--- src/rtl/seed_if.sv ---
// seed_if: seed switches, buttons and engine handshake for seed_ctrl.
// master = sequencer side, slave = board/engine side.
interface seed_if #(
  parameter int GEN_W = 16
);
  logic [3:0]       key;
  logic             key_valid;
  logic             btn_start;
  logic             btn_pause;
  logic             load_ack;
  logic             step_ack;
  logic [1:0]       seed_sel;
  logic             load_req;
  logic             step_req;
  logic             running;
  logic [1:0]       status;
  logic [GEN_W-1:0] gen_count;

  modport master (
    input  key, key_valid, btn_start, btn_pause,
    input  load_ack, step_ack,
    output seed_sel, load_req, step_req,
    output running, status, gen_count
  );

  modport slave (
    output key, key_valid, btn_start, btn_pause,
    output load_ack, step_ack,
    input  seed_sel, load_req, step_req,
    input  running, status, gen_count
  );
endinterface

--- src/rtl/seed_ctrl.sv ---
// seed_ctrl: Game of Life seed selection, load and step pacing sequencer.
// Optional macro GOL_GEN_LIMIT_EN pauses the run once MAX_GEN is reached.
module seed_ctrl #(
  parameter int DEBOUNCE_CYCLES = 1000000,
  parameter int TICK_CYCLES     = 25000000,
  parameter int GEN_W           = 16,
  parameter int MAX_GEN         = 1000
) (
  input logic    clk,
  input logic    reset,
  seed_if.master bus
);
  localparam int DB_W = $clog2(DEBOUNCE_CYCLES + 1);
  localparam int TK_W = $clog2(TICK_CYCLES + 1);
  localparam logic [DB_W-1:0] DB_LAST = DB_W'(DEBOUNCE_CYCLES - 1);
  localparam logic [DB_W-1:0] DB_FULL = DB_W'(DEBOUNCE_CYCLES);
  localparam logic [TK_W-1:0] TK_LAST = TK_W'(TICK_CYCLES - 1);
`ifdef GOL_GEN_LIMIT_EN
  localparam bit LIMIT_EN = 1'b1;
`else
  localparam bit LIMIT_EN = 1'b0;
`endif

  typedef enum logic [1:0] {
    S_IDLE  = 2'd0,
    S_LOAD  = 2'd1,
    S_RUN   = 2'd2,
    S_PAUSE = 2'd3
  } state_t;

  state_t           r_state;
  logic [1:0]       r_sync1;
  logic [1:0]       r_sync2;
  logic [1:0]       r_db;
  logic [1:0]       r_press;
  logic [DB_W-1:0]  r_db_cnt [2];
  logic [3:0]       r_key_q;
  logic [DB_W-1:0]  r_key_cnt;
  logic [TK_W-1:0]  r_tick;
  logic             r_pause_pend;
  logic             r_reseed_pend;
  logic [1:0]       r_seed_sel;
  logic             r_load_req;
  logic             r_step_req;
  logic             r_running;
  logic [GEN_W-1:0] r_gen;

  logic       w_start;
  logic       w_pause;
  logic       w_pause_any;
  logic       w_reseed_any;
  logic       w_tick_last;
  logic       w_at_limit;
  logic       w_key_onehot;
  logic       w_key_stable;
  logic [1:0] w_seed_idx;

  assign bus.seed_sel  = r_seed_sel;
  assign bus.load_req  = r_load_req;
  assign bus.step_req  = r_step_req;
  assign bus.running   = r_running;
  assign bus.status    = r_state;
  assign bus.gen_count = r_gen;

  // bit 0 = start, bit 1 = pause
  always_ff @(posedge clk or posedge reset) begin
    if (reset) begin
      r_sync1 <= '0;
      r_sync2 <= '0;
      r_db    <= '0;
      r_press <= '0;
      for (int i = 0; i < 2; i++) r_db_cnt[i] <= '0;
    end else begin
      r_sync1 <= {bus.btn_pause, bus.btn_start};
      r_sync2 <= r_sync1;
      r_press <= '0;
      for (int i = 0; i < 2; i++) begin
        if (r_sync2[i] == r_db[i]) begin
          r_db_cnt[i] <= '0;
        end else if (r_db_cnt[i] == DB_LAST) begin
          r_db_cnt[i] <= '0;
          r_db[i]     <= r_sync2[i];
          r_press[i]  <= r_sync2[i];
        end else begin
          r_db_cnt[i] <= r_db_cnt[i] + 1'b1;
        end
      end
    end
  end

  always_ff @(posedge clk or posedge reset) begin
    if (reset) begin
      r_key_q   <= '0;
      r_key_cnt <= '0;
    end else begin
      r_key_q <= bus.key;
      if (!bus.key_valid || bus.key != r_key_q)
        r_key_cnt <= '0;
      else if (r_key_cnt != DB_FULL)
        r_key_cnt <= r_key_cnt + 1'b1;
    end
  end

  assign w_key_onehot = (bus.key != 4'd0) &&
                        ((bus.key & (bus.key - 4'd1)) == 4'd0);
  assign w_key_stable = bus.key_valid && w_key_onehot &&
                        (bus.key == r_key_q) &&
                        (r_key_cnt == DB_FULL);

  always_comb begin
    w_seed_idx = 2'd0;
    case (bus.key)
      4'b0010: w_seed_idx = 2'd1;
      4'b0100: w_seed_idx = 2'd2;
      4'b1000: w_seed_idx = 2'd3;
      default: w_seed_idx = 2'd0;
    endcase
  end

  assign w_start      = r_press[0];
  assign w_pause      = r_press[1];
  assign w_pause_any  = r_pause_pend | w_pause;
  assign w_reseed_any = r_reseed_pend | w_start;
  assign w_tick_last  = (r_tick == TK_LAST);
  assign w_at_limit   = LIMIT_EN && (r_gen == GEN_W'(MAX_GEN));

  always_ff @(posedge clk or posedge reset) begin
    if (reset) begin
      r_state       <= S_IDLE;
      r_tick        <= '0;
      r_pause_pend  <= 1'b0;
      r_reseed_pend <= 1'b0;
      r_seed_sel    <= '0;
      r_load_req    <= 1'b0;
      r_step_req    <= 1'b0;
      r_running     <= 1'b0;
      r_gen         <= '0;
    end else begin
      unique case (r_state)
        S_IDLE: begin
          if (w_start && w_key_stable) begin
            r_seed_sel <= w_seed_idx;
            r_load_req <= 1'b1;
            r_state    <= S_LOAD;
          end
        end
        S_LOAD: begin
          if (bus.load_ack) begin
            r_load_req    <= 1'b0;
            r_gen         <= '0;
            r_tick        <= '0;
            r_pause_pend  <= 1'b0;
            r_reseed_pend <= 1'b0;
            r_running     <= 1'b1;
            r_state       <= S_RUN;
          end
        end
        S_RUN: begin
          r_tick <= w_tick_last ? '0 : r_tick + 1'b1;
          // presses wait for the outstanding step to finish
          if (r_step_req) begin
            r_pause_pend  <= w_pause_any;
            r_reseed_pend <= w_reseed_any;
            if (bus.step_ack) begin
              r_step_req <= 1'b0;
              r_gen      <= r_gen + 1'b1;
            end
          end else if (w_pause_any) begin
            r_pause_pend  <= 1'b0;
            r_reseed_pend <= 1'b0;
            r_running     <= 1'b0;
            r_state       <= S_PAUSE;
          end else if (w_reseed_any) begin
            r_reseed_pend <= 1'b0;
            r_running     <= 1'b0;
            r_state       <= S_IDLE;
          end else if (w_at_limit) begin
            r_running <= 1'b0;
            r_state   <= S_PAUSE;
          end else if (w_tick_last) begin
            r_step_req <= 1'b1;
          end
        end
        S_PAUSE: begin
          if (w_start) begin
            r_state <= S_IDLE;
          end else if (w_pause && !w_at_limit) begin
            r_tick    <= '0;
            r_running <= 1'b1;
            r_state   <= S_RUN;
          end
        end
      endcase
    end
  end
endmodule

--- src/flat_wrapper.sv ---
// flat-port wrapper written by rule: the top's interface ports become plain ports
module seed_ctrl_flat 
#(
  parameter int DEBOUNCE_CYCLES = 1000000,
  parameter int TICK_CYCLES     = 25000000,
  parameter int GEN_W           = 16,
  parameter int MAX_GEN         = 1000
)
  (clk, reset, bus_key, bus_key_valid, bus_btn_start, bus_btn_pause, bus_load_ack, bus_step_ack, bus_seed_sel, bus_load_req, bus_step_req, bus_running, bus_status, bus_gen_count);
  seed_if #(.GEN_W(GEN_W)) bus_i ();
  input logic clk;
  input logic reset;
  input wire logic [$bits(bus_i.key)-1:0] bus_key;
  input wire logic [$bits(bus_i.key_valid)-1:0] bus_key_valid;
  input wire logic [$bits(bus_i.btn_start)-1:0] bus_btn_start;
  input wire logic [$bits(bus_i.btn_pause)-1:0] bus_btn_pause;
  input wire logic [$bits(bus_i.load_ack)-1:0] bus_load_ack;
  input wire logic [$bits(bus_i.step_ack)-1:0] bus_step_ack;
  output wire logic [$bits(bus_i.seed_sel)-1:0] bus_seed_sel;
  output wire logic [$bits(bus_i.load_req)-1:0] bus_load_req;
  output wire logic [$bits(bus_i.step_req)-1:0] bus_step_req;
  output wire logic [$bits(bus_i.running)-1:0] bus_running;
  output wire logic [$bits(bus_i.status)-1:0] bus_status;
  output wire logic [$bits(bus_i.gen_count)-1:0] bus_gen_count;
  assign bus_i.key = bus_key;
  assign bus_i.key_valid = bus_key_valid;
  assign bus_i.btn_start = bus_btn_start;
  assign bus_i.btn_pause = bus_btn_pause;
  assign bus_i.load_ack = bus_load_ack;
  assign bus_i.step_ack = bus_step_ack;
  assign bus_seed_sel = bus_i.seed_sel;
  assign bus_load_req = bus_i.load_req;
  assign bus_step_req = bus_i.step_req;
  assign bus_running = bus_i.running;
  assign bus_status = bus_i.status;
  assign bus_gen_count = bus_i.gen_count;
  seed_ctrl #(.DEBOUNCE_CYCLES(DEBOUNCE_CYCLES), .TICK_CYCLES(TICK_CYCLES), .GEN_W(GEN_W), .MAX_GEN(MAX_GEN)) u_core (.clk(clk), .reset(reset), .bus(bus_i));
endmodule
--- config.mk ---
export PLATFORM = sky130hd
export DESIGN_NAME = seed_ctrl_flat
export DESIGN_NICKNAME = d
export VERILOG_FILES = /design/src/rtl/seed_if.sv /design/src/rtl/seed_ctrl.sv /design/src/flat_wrapper.sv
export SDC_FILE = /design/constraint.sdc
export NUM_CORES = 1
export LEC_CHECK = 0
export BUFFER_PORTS_ARGS = -buffer_cell sky130_fd_sc_hd__clkbuf_2
export CAP_MARGIN = 10
export CELL_PAD_IN_SITES_DETAIL_PLACEMENT = 0
export CELL_PAD_IN_SITES_GLOBAL_PLACEMENT = 2
export CORE_ASPECT_RATIO = 1.2
export CORE_MARGIN = 8
export CORE_UTILIZATION = 30
export DETAILED_ROUTE_END_ITERATION = 8
export PLACE_DENSITY = 0.7
export SLEW_MARGIN = 20
export SYNTH_ARGS = -nofsm -noshare
export SYNTH_HDL_FRONTEND = slang
export SYNTH_SLANG_ARGS = --single-unit
--- constraint.sdc ---
create_clock -name clk -period 11.67 [get_ports clk]
set_clock_uncertainty 0.2 [all_clocks]
set_input_delay 1.167 -clock clk [delete_from_list [all_inputs] [get_ports clk]]
set_output_delay 1.167 -clock clk [all_outputs]
set_load 0.01 [all_outputs]
==> run_results.csv, run 1 <==
group,metric,value,unit
pwr,p_seq_frac,0.441,
logic_synthesis,netlist_area,6252,um2
min_path,min_from,"u_core.r_sync1[1]$_DFF_PP0_",
route,antenna_left,0,
critical_path,ff2ff_setup_slack,8.94,ns
clock_network,clk_latency,0.42,ns
route,drt-initial-drc-count,188,
pwr,switchingPower,211.7,uW
critical_path,critPathKind,"reg -> reg",
critical_path,worstReg2RegStart,"u_core.bus.status[0]$_DFFE_PP0P_",
pwr,p_leak,3.009,nW
pwr,power.total,974.0,uW
placed_design,portBuffers,33,
clock_network,htree_num_levels,4,
sta,hold-worst-slack,0.1497,ns
pwr,vdd_drop_max,0.00009377,V
finish,antenna_cells,0,
sta,fin_crit,2.734,ns
sta,worst_slew_pin_slew,0.8794,ns
sta,fmax,0.3658,GHz
logic_synthesis,ys_ff_latch,122,
pwr,p_comb_frac,0.023,
clock_network,hold_buffers,0,
finish,final_area,7272,um2
logic_synthesis,synth_edf_count,0,
sta,setup_violations,0,
min_path,holdCritPathClass,"reg -> reg",
grt,antenna_found_initial,0,
route,via_per_inst,4.837,
route,first_pass_iters,4,
floorplanning,die_width,147.8,um
clock_network,clkTransAtPathRegs,0.06,ns
route,route.met2.wl,6.611,mm
finish,drive_above_1_share,0.1408,
sta,period_share,0.2343,
sta,slew_violations,0,
placed_design,globalplace.congestion,0.7873,
grt,grt_pass1_wl,23.21,mm
floorplanning,coreArea,20680,um2
floorplanning,rows,58,
clock_network,post_cts_buffers,0,
floorplanning,boundaryPins,34,
sta,tns,0,ns
placed_design,placed_area,6683,um2
floorplanning,die_y,174.1,um
route,top_layer_used,"met4",
critical_path,crit_top_cell,"nand2_1",
pwr,powerDensity,133.9,nW/um2
critical_path,crit_arrival,2.89,ns
logic_synthesis,ys_dominant_reg_cell,"dfrtp_1",
grt,grt_pass1_vias,4592,
logic_synthesis,synth_cell_types,69,
logic_synthesis,avgSynthCellArea,9.893,um2
critical_path,crit_path_start_kind,"register",
logic_synthesis,synthCells,632,
floorplanning,start_util,0.3023,
job,cap_violations,0,
logic_synthesis,syn_nets,653,
clock_network,cts_buffers,17,
floorplanning,die_area,25740,um2
finish,num-fill-cells,2099,
grt,grt_usage,0.1116,
logic_synthesis,yosysSeqAreaShare,0.4883,
clock_network,cts_tree,"done",
critical_path,path_cells,"inv_1 > ha_1 > mux2i_1 > nor3_2 > nand2_1 > or4_1 > nand2_1",
finish,nNetsFinal,690,
route,via_count,4605,
critical_path,crit_path_max_incr_delay,0.51,ns
placed_design,dpl.cell_count,920,
clock_network,post_cts_resized,0,
sta,hold_violations,0,
route,wl_met3,469,um
clock_network,cts-root-buf,"clkbuf_16",
pwr,p_clk_frac,0.536,
grt,grt_max_degree,64,
clock_network,clock-sinks,122,
logic_synthesis,async_flop_share,1.000,
sta,slew_headroom,0.4116,
critical_path,crit_start,"u_core.bus.status[0]$_DFFE_PP0P_",
finish,area_growth,16.31,%
logic_synthesis,yosys_warnings,0,
route,drc,0,
pwr,internal_power,762.3,uW
grt,gr-total-overflow,0,
critical_path,cp.required,11.82,ns
critical_path,crit_fanout,14,
route,wl_per_cell,14.34,um
pwr,switching_share,0.2174,
route,wl_met1,6.330,mm
sta,rsz0062_at_grt,"no",
placed_design,hpwl,9.305,mm
critical_path,critPathSlowestCell,"nor3_2",
finish,final-instance-count-excl-fill,952,
run_status,status,"complete, no violations",
critical_path,critPathCaptureType,"register",
route,wl,13.65,mm
clock_network,cts_buffer_depth,2,
==> final timing paths <==
check / end / depth (start not counted)
max: u_core.bus.gen_count[11]$_DFFE_PP0P_ / 7
max reg2reg: u_core.bus.gen_count[11]$_DFFE_PP0P_ / 7
min reg2reg: u_core.r_sync2[1]$_DFF_PP0_ / 0
max in group asynchronous: u_core.r_tick[22]$_DFFE_PP0P_ / 3
min in group asynchronous: u_core.r_sync1[0]$_DFF_PP0_ / 2
min: u_core.r_sync2[1]$_DFF_PP0_ / 0
==> cell usage in the layout (no fill, tap or decap), types with 3 or more instances in the layout <==
cell type | netlist | layout
o31ai_1 | 3 | 3
or3_1 | 6 | 6
nor2_1 | 107 | 107
o2bb2ai_1 | 3 | 3
clkinvlp_4 | 0 | 4
clkinv_2 | 0 | 4
clkbuf_8 | 0 | 3
dfrtp_1 | 122 | 122
nand2b_1 | 3 | 3
xnor2_1 | 50 | 50
nand3_1 | 34 | 34
nand4_1 | 24 | 24
nor3b_1 | 5 | 5
xor2_1 | 34 | 34
nand2_1 | 41 | 41
or2_2 | 5 | 5
a21oi_1 | 11 | 11
nor2b_1 | 5 | 5
and2_1 | 7 | 7
and3_1 | 9 | 9
a31oi_1 | 7 | 7
nor4_1 | 16 | 16
clkbuf_16 | 0 | 17
inv_1 | 19 | 18
and4_1 | 15 | 15
o21ai_0 | 13 | 13
ha_1 | 10 | 10
mux2i_1 | 4 | 4
nor3_1 | 16 | 16
clkbuf_2 | 1 | 33
==> power by group through the flow <==
stage | Clock [mW] | Sequential [mW] | Combinational, mW
3_3_place_gp | 0 | 0.436 | 0.0235
6_report | 0.522 | 0.429 | 0.0229
3_5_place_dp | 0 | 0.437 | 0.0242
5_1_grt | 0.554 | 0.429 | 0.0269
4_1_cts | 0.537 | 0.429 | 0.0243
2_1_floorplan | 0 | 0.436 | 0.0161
==> cell usage after synthesis, drive strengths merged, types with 2 or more instances <==
cell / instances / area (um2)
a21oi: 11 / 55.05
nand3: 35 / 180.2
buf: 8 / 55.05
o21ai: 13 / 65.06
dfrtp: 122 / 3053
and3: 11 / 75.07
nand4: 25 / 162.6
or2b: 2 / 17.52
inv: 19 / 71.32
nor3b: 5 / 37.54
or3: 6 / 37.54
a31oi: 7 / 43.79
o211ai: 2 / 20.02
nor2: 108 / 421.7
nor4b: 2 / 17.52
xor2: 34 / 297.8
xnor2: 50 / 437.9
and4: 16 / 141.4
and2: 8 / 51.30
mux2i: 4 / 40.04
nor3: 17 / 90.09
nand2b: 3 / 18.77
and4bb: 2 / 25.02
mux2: 4 / 52.55
ha: 10 / 125.1
nor2b: 5 / 31.28
o31ai: 3 / 22.52
nor4: 20 / 167.7
o2bb2ai: 3 / 26.28
nand2: 42 / 160.2
clkbuf: 9 / 35.03
or2: 6 / 37.54
==> registers in the layout, indices dropped and copies added, names as in the netlist, 4 cells and up <==
| signal | flops |
|---|---|
| u_core.r_key_q | 4 |
| u_core.r_tick | 25 |
| u_core.bus.gen_count | 16 |
| u_core.r_key_cnt | 20 |
| u_core.r_db_cnt | 40 |
==> metrics by stage <==
stage | worst slack, ns | utilization
floorplan | 7.060 | -
global placement | 8.575 | 0.3231
detailed placement | 8.528 | 0.3231
CTS | 8.890 | 0.3516
global route | 8.737 | 0.3516
finish | 8.936 | 0.3516
==> critical path, delay by kind of cell, from the launching register on <==
family,cells,cell delay [ns]
adder cells (fa/ha/maj),1,0.47
buffers and inverters,1,0.14
flip-flops,1,0.43
AND/OR/NAND/NOR,4,1.14
multiplexers,1,0.28
==> cells by family after synthesis <==
kind of cell,Yosys count,share of synthesized area
AO/OA/AOI/OAI,53,0.05784
AND/OR/NAND/NOR,319,0.2756
adder cells (fa/ha/maj),10,0.02001
buffers and inverters,36,0.02581
XOR/XNOR,84,0.1177
flip-flops,122,0.4883
multiplexers,8,0.01481
==> final cells by class <==
type / count / area, um2 / share of cell area
flip-flops and latches: 122 / 3053 / 0.4198
multi-input cells: 474 / 3038 / 0.4178
clock buffers: 21 / 470.5 / 0.06469
well taps: 270 / 337.8 / 0.04646
repair buffers: 35 / 180.2 / 0.02478
clock inverters: 11 / 118.9 / 0.01635
inverters: 19 / 73.82 / 0.01015
==> layer usage <==
layer | track usage | vias up
li1 | - | 2280
met1 | 0.1370 | 2246
met4 | 0.04981 | 0
met3 | 0.02784 | 16
met5 | 0 | -
met2 | 0.1813 | 63
Power figures use the tool's default switching activity.
==> run 2: changes to the inputs <==
--- a/config.mk
+++ b/config.mk
@@ -5,6 +5,7 @@
 export SDC_FILE = /design/constraint.sdc
 export NUM_CORES = 1
 export LEC_CHECK = 0
+export ABC_AREA = 1
 export BUFFER_PORTS_ARGS = -buffer_cell sky130_fd_sc_hd__clkbuf_2
 export CAP_MARGIN = 10
 export CELL_PAD_IN_SITES_DETAIL_PLACEMENT = 0
@@ -13,7 +14,7 @@
 export CORE_MARGIN = 8
 export CORE_UTILIZATION = 30
 export DETAILED_ROUTE_END_ITERATION = 8
-export PLACE_DENSITY = 0.7
+export PLACE_DENSITY = 0.75
 export SLEW_MARGIN = 20
 export SYNTH_ARGS = -nofsm -noshare
 export SYNTH_HDL_FRONTEND = slang
==> constraint.sdc (replaced) <==
create_clock -name clk -period 2.75 [get_ports clk]
set_clock_uncertainty 0.2 [all_clocks]
set_input_delay 0.275 -clock clk [delete_from_list [all_inputs] [get_ports clk]]
set_output_delay 0.275 -clock clk [all_outputs]
set_load 0.01 [all_outputs]
==> run 2 against run 1 <==
Sequential power rose to 4.3 times the previous value. Worst setup slack worse by 8.7 ns. Largest power group unchanged. Global-route usage up 1.7 points. Largest cell class is now multi-input combinational cells. Maximum frequency up 9.6%. Synthesized area up 10%. First-iteration DRC count up 98%. Highest routed layer unchanged. Combinational power rose to 6.8 times the previous value. Total power rose to 4.4 times the previous value. Synthesized cell count up 43%.
==> run_results.csv, run 2 <==
group,metric,value,unit
run_status,status,"complete, no violations",
min_path,holdCritPathClass,"in -> reg",
clock_network,cts-root-buf,"clkbuf_16",
critical_path,ff2ff_path_depth,8,
route,via_per_inst,4.656,
critical_path,cp.required,2.90,ns
floorplanning,die_area,28080,um2
min_path,min_from,"bus_load_ack",
finish,drive_above_1_share,0.1245,
logic_synthesis,yosys.area.top_type,"dfrtp_1",
pwr,vdd_drop_max,0.0004099,V
clock_network,cts_tree,"done",
logic_synthesis,synth_edf_count,0,
clock_network,clkTransAtPathRegs,0.05,ns
critical_path,critPathKind,"reg -> reg",
floorplanning,boundaryPins,34,
floorplanning,start_util,0.3058,
pwr,powerDensity,535.0,nW/um2
pwr,p_comb_frac,0.036,
logic_synthesis,avgSynthCellArea,7.611,um2
route,drc,0,
clock_network,htree_num_levels,4,
logic_synthesis,synth_cell_types,44,
grt,grt_max_degree,41,
pwr,switching_share,0.2186,
logic_synthesis,yosys_warnings,0,
logic_synthesis,synth_top_cell_area_share,0.4432,
sta,setup_violations,0,
placed_design,globalplace.congestion,0.8027,
grt,grt_usage,0.1281,
finish,top_register,"u_core.r_db_cnt",
job,cap_violations,0,
sta,tns,0,ns
critical_path,crit_fanout,15,
critical_path,crit_start,"u_core.bus.status[0]$_DFFE_PP0P_",
sta,period_share,0.9073,
critical_path,crit_path_max_incr_delay,0.53,ns
logic_synthesis,ys_ff_latch,122,
critical_path,r2r_end,"u_core.bus.gen_count[3]$_DFFE_PP0P_",
finish,largestRegisters,"u_core.r_db_cnt: 40 flops, u_core.r_tick: 25 flops, u_core.r_key_cnt: 20 flops",
route,via_count,5825,
floorplanning,die_y,182.0,um
route,wl,17.17,mm
placed_design,pre_cts_slack,0.2208,ns
placed_design,hpwl,12.57,mm
logic_synthesis,syn_nets,926,
critical_path,worstReg2RegStart,"u_core.bus.status[0]$_DFFE_PP0P_",
pwr,p_seq_frac,0.427,
logic_synthesis,async_flop_share,1.000,
sta,rsz0062_at_grt,"no",
finish,area_growth,17.29,%
sta,worst_slew_pin_slew,0.5907,ns
critical_path,crit_path_start_kind,"register",
logic_synthesis,netlist_area,6888,um2
floorplanning,rows,60,
logic_synthesis,netlist_top_cells_count,"nand2_1, nor2_1, inv_1, dfrtp_1, nand3_1",
min_path,hold_path_end,"u_core.r_pause_pend$_DFFE_PP0P_",
sta,hold-worst-slack,0.07657,ns
pwr,p_clk_frac,0.537,
grt,grt_pass1_wl,29.12,mm
route,wl_per_cell,13.72,um
sta,hold_violations,0,
logic_synthesis,ys_dominant_reg_cell,"dfrtp_1",
route,drt-initial-drc-count,373,
route,first_pass_iters,6,
sta,timing.final.ws_setup,0.2549,ns
min_path,worstHoldPathCells,4,
grt,antenna_found_initial,0,
critical_path,crit_arrival,2.64,ns
pwr,internal_power,3.378,mW
clock_network,cts_buffers,17,
clock_network,post_cts_buffers,0,
route,antenna_left,0,
finish,antenna_cells,0,
finish,largest_reg_flops,40,
pwr,power.total,4.322,mW
clock_network,clock-sinks,122,
grt,gr-total-overflow,0,
logic_synthesis,synthTopCellsByArea,"dfrtp_1, nand2_1, nor2_1, inv_1, nand3_1",
sta,slew_violations,0,
logic_synthesis,yosysSeqAreaShare,0.4432,
critical_path,critPathSlowestCell,"o21ai_2",
clock_network,clk_latency,0.42,ns
logic_synthesis,yosysMostFrequentCell,"nand2_1",
sta,slew_headroom,0.6061,
critical_path,ff2ff_setup_slack,0.25,ns
critical_path,critPathCaptureType,"register",
floorplanning,coreArea,22520,um2
finish,mostFrequentLayoutCell,"nand2_1",
logic_synthesis,synthCells,905,
placed_design,portBuffers,33,
critical_path,path_cells,"inv_1 > ha_1 > clkinv_2 > o21ai_2 > inv_2 > nand2_1 > o21ai_0 > a21oi_1",
sta,fmax,0.4008,GHz
finish,nNetsFinal,982,
grt,grt_pass1_vias,5812,
finish,mostFrequentLayoutCells,"nand2_1, nor2_1, inv_1, dfrtp_1, nand3_1",
floorplanning,die_width,154.3,um
pwr,switchingPower,944.7,uW
sta,fin_crit,2.495,ns
pwr,p_leak,3.745,nW
clock_network,cts_buffer_depth,2,
-- run 2: layout make-up --
cell class | count | area [um2]
Clock buffer | 22 | 484.2
Clock inverter | 8 | 117.6
Timing Repair Buffer | 47 | 325.3
Sequential cell | 122 | 3053
Fill cell | 2426 | 14440
Tap cell | 279 | 349.1
Inverter | 132 | 500.5
Multi-Input combinational cell | 641 | 3249
-- run 2: metrics by stage --
stage	cells	instance area [um2]	util
6_report	1251	8079	0.3587
5_1_grt	1251	8079	0.3587
4_1_cts	1251	8079	0.3587
3_5_place_dp	1214	7407	0.3289
3_3_place_gp	1214	7407	0.3289
2_1_floorplan	905	6892	-
-- run 2: how the worst max path moves through the flow --
| stage | cells after the start | endpoint | slack (ns) |
|---|---|---|---|
| after floorplan | 1 | u_core.bus.gen_count[0]$_DFFE_PP0P_ | 0.78 |
| after global placement | 8 | u_core.bus.gen_count[3]$_DFFE_PP0P_ | 0.30 |
| final | 8 | u_core.bus.gen_count[3]$_DFFE_PP0P_ | 0.25 |
| after CTS | 8 | u_core.bus.gen_count[3]$_DFFE_PP0P_ | 0.22 |
| after global routing | 8 | u_core.bus.gen_count[3]$_DFFE_PP0P_ | 0.01 |
| after detailed placement | 8 | u_core.bus.gen_count[3]$_DFFE_PP0P_ | 0.22 |
-- run 2: logic make-up (layout without fill, tap and decap cells) --
kind of cell             after synthesis  in the layout  share of synthesized area
adder cells (fa/ha/maj)               10             10                    0.01817
XOR/XNOR                              34             34                    0.04323
AO/OA/AOI/OAI                         90             90                    0.07575
flip-flops                           122            122                     0.4432
AND/OR/NAND/NOR                      507            507                     0.3346
buffers and inverters                142            209                    0.08501
-- run 2: repair_timing --
action	4_1_cts	5_1_grt
hold endpoints to repair	72	0
hold buffers	7	0
endpoints found under the setup margin	0	0
gates resized for setup	0	0
-- run 2: power by group through the flow --
stage / clock, mW / combinational [mW] / sequential [mW]
2_1_floorplan: 0 / 0.0857 / 1.87
3_5_place_dp: 0 / 0.154 / 1.88
5_1_grt: 2.46 / 0.181 / 1.85
4_1_cts: 2.38 / 0.162 / 1.85
3_3_place_gp: 0 / 0.153 / 1.88
6_report: 2.32 / 0.156 / 1.85
-- run 2: worst max-delay path: cells and delay by family, from the launching register on --
family | cells | cell delay (ns)
compound gates | 3 | 0.73
fa+ha+maj | 1 | 0.40
buf+inv | 3 | 0.54
flops | 1 | 0.43
simple gates | 1 | 0.13
-- run 2: per-layer routing --
| layer | vias to the layer above | part of all wire | global-route usage |
|---|---|---|---|
| met5 | - | 0 | 0 |
| met4 | 0 | 0.013 | 0.04319 |
| met3 | 17 | 0.035 | 0.03278 |
| met2 | 88 | 0.48 | 0.2114 |
| met1 | 2700 | 0.48 | 0.1598 |
| li1 | 3020 | - | - |
==> run 3: changes to the inputs <==
--- a/config.mk
+++ b/config.mk
@@ -14,7 +14,9 @@
 export CORE_MARGIN = 8
 export CORE_UTILIZATION = 30
 export DETAILED_ROUTE_END_ITERATION = 8
+export MAX_ROUTING_LAYER = met4
 export PLACE_DENSITY = 0.75
+export RECOVER_POWER = 25
 export SLEW_MARGIN = 20
 export SYNTH_ARGS = -nofsm -noshare
 export SYNTH_HDL_FRONTEND = slang
==> run 3 against run 2 <==
Global-route usage rose by 0.34 points. Wire length barely moved. Die area did not move. Cell area fell by 0.37%. Critical path depth did not move. Register-to-register slack barely moved. Largest cell class unchanged.
==> run_results.csv, run 3 (synthesized netlist as in run 2, its figures left out) <==
group,metric,value,unit
run_status,status,"complete, no violations",
route,wl_per_cell,13.71,um
clock_network,post_cts_resized,0,
sta,hold-worst-slack,0.08224,ns
finish,area.sequential,3053,um2
clock_network,cts_buffer_depth,2,
critical_path,critPathCaptureType,"register",
clock_network,cts_buffers,17,
pwr,switchingPower,936.3,uW
sta,tns,0,ns
grt,grt_usage,0.1316,
job,cap_violations,0,
min_path,worstHoldPathCells,4,
floorplanning,die_width,154.3,um
finish,drive_above_1_share,0.1193,
placed_design,globalplace.congestion,0.8143,
critical_path,critPathKind,"reg -> reg",
floorplanning,start_util,0.3058,
sta,worst_slew_pin_slew,1.278,ns
finish,final_area,8049,um2
clock_network,htree_num_levels,4,
grt,gr-total-overflow,0,
clock_network,clkTransAtPathRegs,0.05,ns
clock_network,cts_tree,"done",
finish,mostFrequentLayoutCells,"nand2_1, nor2_1, inv_1, dfrtp_1, nand3_1",
pwr,p_leak,3.731,nW
route,via_count,5813,
critical_path,crit_arrival,2.65,ns
floorplanning,rows,60,
critical_path,crit_path_max_incr_delay,0.52,ns
clock_network,clock-sinks,122,
min_path,holdCritPathClass,"in -> reg",
finish,multi_input_area,3249,um2
sta,period_share,0.9099,
grt,antenna_found_initial,0,
placed_design,portBuffers,33,
route,drc,0,
finish,nNetsFinal,982,
sta,slew_violations,0,
sta,hold_violations,0,
critical_path,crit_path_start_kind,"register",
critical_path,crit_fanout,15,
finish,top_register,"u_core.r_db_cnt",
grt,grt_pass1_vias,5798,
floorplanning,boundaryPins,34,
critical_path,path_cells,"inv_1 > ha_1 > clkinv_2 > o21ai_2 > inv_2 > nand2_1 > o21ai_0 > a21oi_1",
placed_design,hpwl,12.57,mm
finish,area_growth,16.86,%
min_path,min_from,"bus_load_ack",
critical_path,r2r_end,"u_core.bus.gen_count[3]$_DFFE_PP0P_",
sta,fmax,0.3997,GHz
sta,setup_violations,0,
pwr,internal_power,3.373,mW
placed_design,placed_area,7407,um2
min_path,hold_path_end,"u_core.r_pause_pend$_DFFE_PP0P_",
grt,grt_pass1_wl,29.14,mm
route,via_per_inst,4.647,
route,wl,17.15,mm
pwr,switching_share,0.2173,
grt,grt_max_degree,41,
floorplanning,coreArea,22520,um2
route,antenna_left,0,
sta,slew_headroom,0.1469,
clock_network,cts-root-buf,"clkbuf_16",
pwr,vdd_drop_max,0.0004063,V
pwr,p_clk_frac,0.537,
critical_path,critPathSlowestCell,"o21ai_2",
critical_path,cp.required,2.89,ns
finish,antenna_cells,0,
floorplanning,die_y,182.0,um
critical_path,ff2ff_path_depth,8,
floorplanning,die_area,28080,um2
finish,mostFrequentLayoutCell,"nand2_1",
critical_path,worstReg2RegStart,"u_core.bus.status[0]$_DFFE_PP0P_",
route,first_pass_iters,8,
pwr,p_seq_frac,0.428,
sta,fin_crit,2.502,ns
route,drt-initial-drc-count,377,
critical_path,ff2ff_setup_slack,0.25,ns
pwr,powerDensity,535.4,nW/um2
finish,num-fill-cells,2430,
finish,largest_reg_flops,40,
finish,largestRegisters,"u_core.r_db_cnt: 40 flops, u_core.r_tick: 25 flops, u_core.r_key_cnt: 20 flops",
pwr,p_comb_frac,0.035,
sta,rsz0062_at_grt,"no",
clock_network,clk_latency,0.42,ns
[run 3: power by group through the flow]
stage,logic [mW],registers (mW),clock network [mW]
finish,0.149,1.85,2.31
global route,0.175,1.85,2.46
floorplan,0.0857,1.87,0
global placement,0.153,1.88,0
CTS,0.162,1.85,2.38
detailed placement,0.154,1.88,0
[run 3: worst max-delay path, delay by kind of cell, from the launching register on]
| kind | cells | cell delay, ns |
|---|---|---|
| DFF | 1 | 0.43 |
| buffers and inverters | 3 | 0.54 |
| adders and majority gates | 1 | 0.41 |
| and+or+nand+nor | 1 | 0.13 |
| AOI/OAI and AO/OA | 3 | 0.71 |
[run 3: area by class of cell]
| class | count | share of cell area |
|---|---|---|
| clock inverters | 8 | 0.01461 |
| inverters | 132 | 0.06187 |
| clock buffers | 22 | 0.06016 |
| repair buffers | 47 | 0.03700 |
| multi-input cells | 641 | 0.4037 |
| flip-flops and latches | 122 | 0.3793 |
| well taps | 279 | 0.04337 |
[run 3: metal layers]
layer | vias to the layer above | part of all wire | global-route usage
li1 | 3025 | - | -
met1 | 2702 | 0.48 | 0.1605
met2 | 74 | 0.48 | 0.2112
met3 | 12 | 0.034 | 0.03088
met4 | 0 | 0.010 | 0.04319
met5 | - | 0 | -
[run 3: worst max path at each step]
stage / from / endpoint / slack [ns] / cells after the start
after detailed placement: u_core.bus.status[0]$_DFFE_PP0P_ / u_core.bus.gen_count[3]$_DFFE_PP0P_ / 0.22 / 8
after global placement: u_core.bus.status[0]$_DFFE_PP0P_ / u_core.bus.gen_count[3]$_DFFE_PP0P_ / 0.30 / 8
after CTS: u_core.bus.status[0]$_DFFE_PP0P_ / u_core.bus.gen_count[3]$_DFFE_PP0P_ / 0.22 / 8
after global routing: u_core.bus.status[0]$_DFFE_PP0P_ / u_core.bus.gen_count[3]$_DFFE_PP0P_ / 0.01 / 8
after floorplan: reset / u_core.bus.gen_count[0]$_DFFE_PP0P_ / 0.78 / 1
final: u_core.bus.status[0]$_DFFE_PP0P_ / u_core.bus.gen_count[3]$_DFFE_PP0P_ / 0.25 / 8
[run 3: repair_timing]
| item | in CTS | in global routing |
|---|---|---|
| hold buffers | 7 | 0 |
| buffers inserted | 0 | 0 |
| hold endpoints to repair | 72 | 0 |
[run 3: through the flow]
step | worst slack [ns] | util | instances | power, mW
floorplan | 0.7777 | - | 905 | 1.960
global placement | 0.3048 | 0.3289 | 1214 | 2.030
detailed placement | 0.2208 | 0.3289 | 1214 | 2.032
CTS | 0.2178 | 0.3587 | 1251 | 4.386
global route | 0.01247 | 0.3574 | 1251 | 4.481
finish | 0.2479 | 0.3574 | 1251 | 4.309
